[src/rtl/btn_pkg.sv]
// btn_pkg: shared types, defaults and round-robin pick for the button event arbiter
package btn_pkg;
  typedef enum logic {IDLE, OFFER} arb_state_t;
  localparam int N_BTN_DEF = 4;
  localparam int DB_CYCLES_DEF = 500000;
  localparam int MAX_BTN = 8;
  localparam int MAX_ID_W = 3;
  function automatic int rr_pick(input logic [MAX_BTN-1:0] pend, input int ptr, input int n);
    int sel = 0;
    for (int k = n - 1; k >= 0; k--)
      if (pend[MAX_ID_W'((ptr + k) % n)]) sel = (ptr + k) % n;
    return sel;
  endfunction
endpackage

[src/rtl/btn_debounce.sv]
// btn_debounce: two-flop synchronizer, stable-count debounce and rise pulse for one button
module btn_debounce #(
  parameter int DB_CYCLES = 4,
  localparam int CNT_W = $clog2(DB_CYCLES + 1)
) (
  input  logic clk,
  input  logic rst_n,
  input  logic raw,
  output logic level,
  output logic rise
);
  logic s1, sync;
  logic [CNT_W-1:0] cnt;
  logic hit;
  assign hit = (sync != level) && (cnt == CNT_W'(DB_CYCLES - 1));
  assign rise = hit & ~level;
  // metastability guard; left unreset so it tracks the pin through reset
  always_ff @(posedge clk) begin
    s1 <= raw;
    sync <= s1;
  end
  // count consecutive disagreeing cycles, flip the level once the count is reached
  always_ff @(posedge clk or negedge rst_n) begin
    if (!rst_n) begin
      cnt <= '0;
      level <= 1'b0;
    end else begin
      cnt <= (sync == level || hit) ? '0 : cnt + 1'b1;
      level <= level ^ hit;
    end
  end
endmodule

[src/rtl/btn_event_arbiter.sv]
// btn_event_arbiter: debounced button presses queued as pending bits and offered round-robin
module btn_event_arbiter
  import btn_pkg::*;
#(
  parameter int N_BTN = N_BTN_DEF,
  parameter int DB_CYCLES = DB_CYCLES_DEF,
  localparam int ID_W = $clog2(N_BTN)
) (
  input  logic            clk,
  input  logic            rst_n,
  input  logic [N_BTN-1:0] btn_raw,
  output logic [N_BTN-1:0] btn_level,
  output logic            evt_valid,
  output logic [ID_W-1:0] evt_id,
  input  logic            evt_ready,
  output logic            evt_overflow
);
  arb_state_t state, state_n;
  logic [N_BTN-1:0] rise, pending, pend_n, clr;
  logic [ID_W-1:0] rr_ptr, ptr_n, id_n;
  logic ovf_n;
  for (genvar i = 0; i < N_BTN; i++) begin : g_db
    btn_debounce #(.DB_CYCLES(DB_CYCLES)) u_db (
      .clk(clk),
      .rst_n(rst_n),
      .raw(btn_raw[i]),
      .level(btn_level[i]),
      .rise(rise[i])
    );
  end
  assign evt_valid = (state == OFFER);
  // pending update, coalesce detection and arbiter next state
  always_comb begin
    clr = '0;
    if (state == OFFER && evt_ready) clr[evt_id] = 1'b1;
    pend_n = (pending & ~clr) | rise;
    ovf_n = |(rise & pending & ~clr);
    state_n = state;
    id_n = evt_id;
    ptr_n = rr_ptr;
    if (state == IDLE && |pending) begin
      state_n = OFFER;
      id_n = ID_W'(rr_pick(MAX_BTN'(pending), int'(rr_ptr), N_BTN));
    end else if (state == OFFER && evt_ready) begin
      state_n = IDLE;
      ptr_n = (evt_id == ID_W'(N_BTN - 1)) ? '0 : evt_id + 1'b1;
    end
  end
  // arbiter and pending state registers
  always_ff @(posedge clk or negedge rst_n) begin
    if (!rst_n) begin
      state <= IDLE;
      pending <= '0;
      rr_ptr <= '0;
      evt_id <= '0;
      evt_overflow <= 1'b0;
    end else begin
      state <= state_n;
      pending <= pend_n;
      rr_ptr <= ptr_n;
      evt_id <= id_n;
      evt_overflow <= ovf_n;
    end
  end
endmodule

[config.mk]
export PLATFORM = sky130hd
export DESIGN_NAME = btn_event_arbiter
export DESIGN_NICKNAME = d
export VERILOG_FILES = /design/src/rtl/btn_pkg.sv /design/src/rtl/btn_debounce.sv /design/src/rtl/btn_event_arbiter.sv
export SDC_FILE = /design/constraint.sdc
export NUM_CORES = 1
export LEC_CHECK = 0
export CORE_ASPECT_RATIO = 2
export CORE_MARGIN = 3
export CORE_UTILIZATION = 25
export DETAILED_ROUTE_END_ITERATION = 7
export DONT_BUFFER_PORTS = 1
export GPL_ROUTABILITY_DRIVEN = 0
export PLACE_DENSITY = 0.41
export SLEW_MARGIN = 20
export SYNTH_ARGS = -nofsm -noshare
export SYNTH_HDL_FRONTEND = slang
export SYNTH_HIERARCHICAL = 1
export SYNTH_SLANG_ARGS = --single-unit
[constraint.sdc]
create_clock -name clk -period 2.3 [get_ports clk]
set_input_delay 0 -clock clk [delete_from_list [all_inputs] [get_ports clk]]
set_output_delay 0 -clock clk [all_outputs]
set_load 0.02 [all_outputs]
Word-level counts from Yosys, hierarchy flattened --
Cells that the tools add are included.
Word-level totals: output and inout bits 8, word-level logic and storage cells 113, input bits 7, register bits 98
Cells by class: reduce and logical (&&, ||, !) cells 18, magnitude comparators 6, $add $sub $neg 8, bitwise gates (word level) 22, multiplexer cells 25, eq/ne operators 13
Operators with widths (count):
- $add A19 B1 Y19 const B | 4
- $eq A19 B19 Y1 const B | 4
- $mux W19 | 4
- $lt A3 B5 Y1 const B | 3
- $and A4 B4 Y4 | 3
- $mux W1 | 10
- $mux W2 | 5
- $bmux W1 S3 | 3
- $reduce_or A4 Y1 | 2
- $logic_and A1 B1 Y1 | 7
- $not A1 Y1 | 6
- $reduce_or A2 Y1 | 3
- $add A2 B1 Y2 const B | 2
- $add A2 B2 Y2 const B | 2
- $and A1 B1 Y1 | 4
- $eq A1 B1 Y1 | 4
- $logic_or A1 B1 Y1 | 4
- $lt A2 B4 Y1 const B | 1
- $mux W4 | 1
- $ne A1 B1 Y1 | 4
- $not A4 Y4 | 1
- $or A4 B4 Y4 | 1
- $xor A1 B1 Y1 | 4
- $and A1 B1 Y1 const A | 3
- other kinds (7) | 7

Logic depth before layout (Yosys ltp) --
depth after elaboration 10, mapped depth 6, gate-level depth less buffers 6

Cells and area by module --
The synthesis kept the hierarchy.
By module, submodules not included:
- btn_debounce (g_db[0].u_db ...) | area an instance 1038.5 um2, sequential area each 540.5 um2, instances 3, cells an instance 107
- btn_debounce (g_db[2].u_db) | area an instance 1051.0 um2, sequential area each 540.5 um2, instances 1, cells an instance 108
- btn_event_arbiter | area an instance 528.0 um2, sequential area each 250.2 um2, instances 1, cells an instance 51

Least setup slack after synthesis --
Ideal clock, no wire load.
path kind reg2reg, start point reg g_db[0].u_db.cnt[0], end point reg g_db[0].u_db.cnt[18], stages on the path, launching flop included 6, required time 2.220 ns, arrival time 1.831 ns, clock period less this slack 1.911 ns, slack 0.389 ns, setup time 0.080 ns, cells stage by stage dfrtp_1 ha_1 nand4_1 or4_1 or3_1 a21oi_1
Between the ends: longest elaborated chain between the ends 4
Ends and longest elaborated chain:
- start: declaration | RTL line btn_debounce.sv:13 | logic [CNT_W-1:0] cnt;
- start signal: assignment | RTL line btn_debounce.sv:28 | cnt <= (sync == level || hit) ? '0 : cnt + 1'b1;
- parallel branches: the longest is 3 deep, another holds $add A19 B1 Y19
- $mux W19 (*) | RTL line btn_debounce.sv:28
Every way passes the cells marked *. A chain may end at the register's enable or synchronous reset.

Worst setup path after layout --
start point reg g_db[3].u_db.cnt[0], end point reg g_db[3].u_db.cnt[18]
Between the ends: longest elaborated chain between the ends 4
Ends and longest elaborated chain (RTL line):
- start: declaration | btn_debounce.sv:13
- start signal: assignment | btn_debounce.sv:28
- parallel branches: the longest is 3 deep, another holds $add A19 B1 Y19
- $mux W19 (*) | btn_debounce.sv:28
Marked as above.

==> flow_metrics.tcl <==
set metrics [dict create \
    viasPerCell 4.95 \
    synth-simple-area-share_pct 25.5 \
    drv_cap 0 \
    final.setup.tns_ns 0 \
    drc 0 \
    synth_top_area_share_pct 48.0 \
    synth_ff_type "dfrtp_1" \
    cp_max_fo 4 \
    grt_use_total_pct 11.4 \
    outcome "finished, final reports clean" \
    power.share.combinational_pct 3.5 \
    synth_common_cells "dfrtp_1, nor2_1, nand2_1" \
    cts_hold_buffers 7 \
    p_per_area_mw_per_mm2 625 \
    routed_wl_um 10500 \
    power_frac_seq_pct 52.9 \
    multi_input_area_mm2 0.00216 \
    core_area_mm2 0.0184 \
    synth_seq_cells 98 \
    seqCellArea_mm2 0.00241 \
    cts_inserted_buffers 9 \
    first_pass_iters 6 \
    ys_types 32 \
    finalCritPeriodShare_pct 89.8 \
    num-nets-final 513 \
    leakagePower_nw 2.09 \
    syn-num-nets 495 \
    clkTransAtPathRegs_ns 0.07 \
    first_global_vias 3725 \
    worstReg2RegStart "g_db[3].u_db/cnt[0]" \
    dp_hpwl_um 7540 \
    postSynthAreaPerCell_um2 9.78 \
    muxShareOfSynthArea_pct 0.240 \
    critPathSlowestCell "or4_1" \
    cp.required_ns 2.57 \
    fillerInstances 1939 \
    grt_max_degree 91 \
    worst_pin_slew_ns 0.474 \
    grt_antenna_before_repair 0 \
    synth_fa_ha_area_share_pct 2.13 \
    rr_endpoint "g_db[3].u_db/cnt[18]" \
    cp_data_arrival_time_ns 2.34 \
    hold_viol 0 \
    clk_latency_ns 0.35 \
    synth_top_family_by_area "simple AND/OR/NAND/NOR gates" \
    area_delta_synth_final_pct 14.2 \
    port-buffer-count 0 \
    path_class "reg2reg" \
    yosysMostFrequentCell "dfrtp_1" \
    synth_area_mm2 0.00469 \
    power.internal_w 0.00258 \
    crit_chain "ha_1 > nand4_1 > or4_1 > or3_1 > a21oi_1" \
    cts_max_level 3 \
    max_stage_delay_ns 0.63 \
    min_from "btn_raw[3]" \
    whs_endpoint "g_db[3].u_db/s1" \
    finClkSkew_ns 0.00739 \
    dieWidth_um 103 \
    drv_slew 0 \
    async_flop_share_pct 91.8 \
    hold_depth 1 \
    power.total_w 0.00335 \
    fin_crit_ns 2.07 \
    fp-row-count 70 \
    root_buffer "clkbuf_16" \
    critPathLaunch "g_db[3].u_db/cnt[0]" \
    min-delay-path-class "in2reg" \
    drive_above_1_share_pct 8.55 \
    p_switching_w 0.000775 \
    start_util_pct 25.5 \
    tritoncts "done" \
    yosys.area.top_type "dfrtp_1" \
    slew_headroom_pct 68.4 \
    ctsResizeCount 0 \
    synth_xor_area_share_pct 9.51 \
    gr-total-overflow 0 \
    crit_path_start_kind "flop" \
    ios 15 \
    endpoint_kind "flop" \
    yosysSeqAreaShare_pct 51.4 \
    switching_share_pct 23.1 \
    routedWlPerCell_um 14.7 \
    peakVddDrop_mv 0.366 \
    yosys_warnings 6 \
    synth-compound-area-share_pct 8.72 \
    grt_pass1_wl_um 18200 \
    vias 3557 \
    clock.fmax_mhz 484 \
    syn-instance-count 480 \
    clkPwrFrac_pct 43.6 \
    first_iter_violations 130 \
    ant_nets 0 \
    cts.sinks 98 \
    setup_violations 0 \
    die_y_um 200 \
    r2r_slack_ns 0.23 \
    ys_top_cells_by_area "dfrtp_1, xnor2_1, nor2_1, xor2_1, dfxtp_1" \
    r2r_cells 5 \
    synth_edf_count 0 \
    cts_setup_buffers 0 \
    rsz0062_at_grt "no" \
    antenna_cells 0 \
    dieArea_mm2 0.0206 \
    cts_buffer_depth 2 \
]
[stage by stage]
step	hold slack (ns)	cell area, um^2	setup WS, ns	util (%)	cells
finish	0.196	5360	0.234	29.1	719
CTS	0.178	5360	0.215	29.1	719
global route	0.186	5360	0.121	29.1	719
floorplan	-0.296	4690	0.389	-	480
detailed placement	-0.291	4990	0.235	27.1	696
global placement	-0.291	4990	0.298	27.1	696
[power by group through the flow]
stage	registers, W	logic, W	clock network, W
2_1_floorplan	0.00180	0.0000555	0
3_3_place_gp	0.00181	0.0000730	0
3_5_place_dp	0.00181	0.0000740	0
4_1_cts	0.00177	0.000124	0.00153
5_1_grt	0.00178	0.000140	0.00160
6_report	0.00177	0.000118	0.00146
[worst max-delay path: cells and delay by family, from the launching register on]
family                     cells  cell delay [ns]
DFF                            1             0.41
adders and majority gates      1             0.25
AOI/OAI and AO/OA              1             0.16
and+or+nand+nor                3             1.18
[state kept, by name (all words and copies together), names as in the netlist, named ones only]
signal          flops
evt_id              2
evt_overflow        1
evt_valid           1
g_db.u_db/cnt      76
g_db.u_db/s1        4
g_db.u_db/sync      4
pending             4
rr_ptr              2
[per-layer routing]
| layer | track usage (%) | vias to the layer above | wire, um |
|---|---|---|---|
| met5 | 0 | - | 0 |
| met4 | 5.09 | 0 | 257 |
| met3 | 2.57 | 14 | 324 |
| met2 | 21.3 | 33 | 5970 |
| met1 | 11.7 | 1779 | 4000 |
| li1 | - | 1731 | - |
[how the worst max path moves through the flow]
stage	end	slack [ns]	cells after the start
CTS	g_db[3].u_db/cnt[18]	0.22	5
finish	g_db[3].u_db/cnt[18]	0.23	5
global route	g_db[3].u_db/cnt[18]	0.12	5
global placement	g_db[1].u_db/cnt[18]	0.30	5
detailed placement	g_db[3].u_db/cnt[18]	0.23	5
floorplan	g_db[0].u_db/cnt[18]	0.39	5
[final cells by class]
type | instances | area share, %
Clock inverter | 4 | 0.490
Clock buffer | 12 | 4.79
Sequential cell | 98 | 45.0
Timing Repair Buffer | 15 | 2.75
Tap cell | 216 | 5.04
Multi-Input combinational cell | 352 | 40.4
Inverter | 22 | 1.54
[layout by cell type (no fill, tap or decap), types with 3 or more instances in the layout]
master	count
xor2_1	22
inv_1	22
nand4_1	15
a21oi_1	24
a21o_1	3
nand2_1	36
nand3_2	8
or3_2	3
ha_1	8
buf_4	8
and3_1	6
dfxtp_1	8
nand2b_1	3
and4_2	4
nor4_1	12
or3_1	13
nor4b_1	8
nor3_1	7
nor2_1	67
o21ai_0	17
o21ai_1	5
clkbuf_16	9
or4_1	16
dlygate4sd3_1	6
nand3_1	26
o31ai_1	16
xnor2_1	29
dfrtp_1	90
[kinds of logic (layout without fill, tap and decap cells)]
logic type | Yosys count | count (layout)
multiplexers | 1 | 1
buffers and inverters | 30 | 53
XOR/XNOR | 51 | 51
AO/OA/AOI/OAI | 67 | 67
flip-flops | 98 | 98
adder cells (fa/ha/maj) | 8 | 8
AND/OR/NAND/NOR | 225 | 225
No activity file was read; power rests on OpenSTA's default activity.
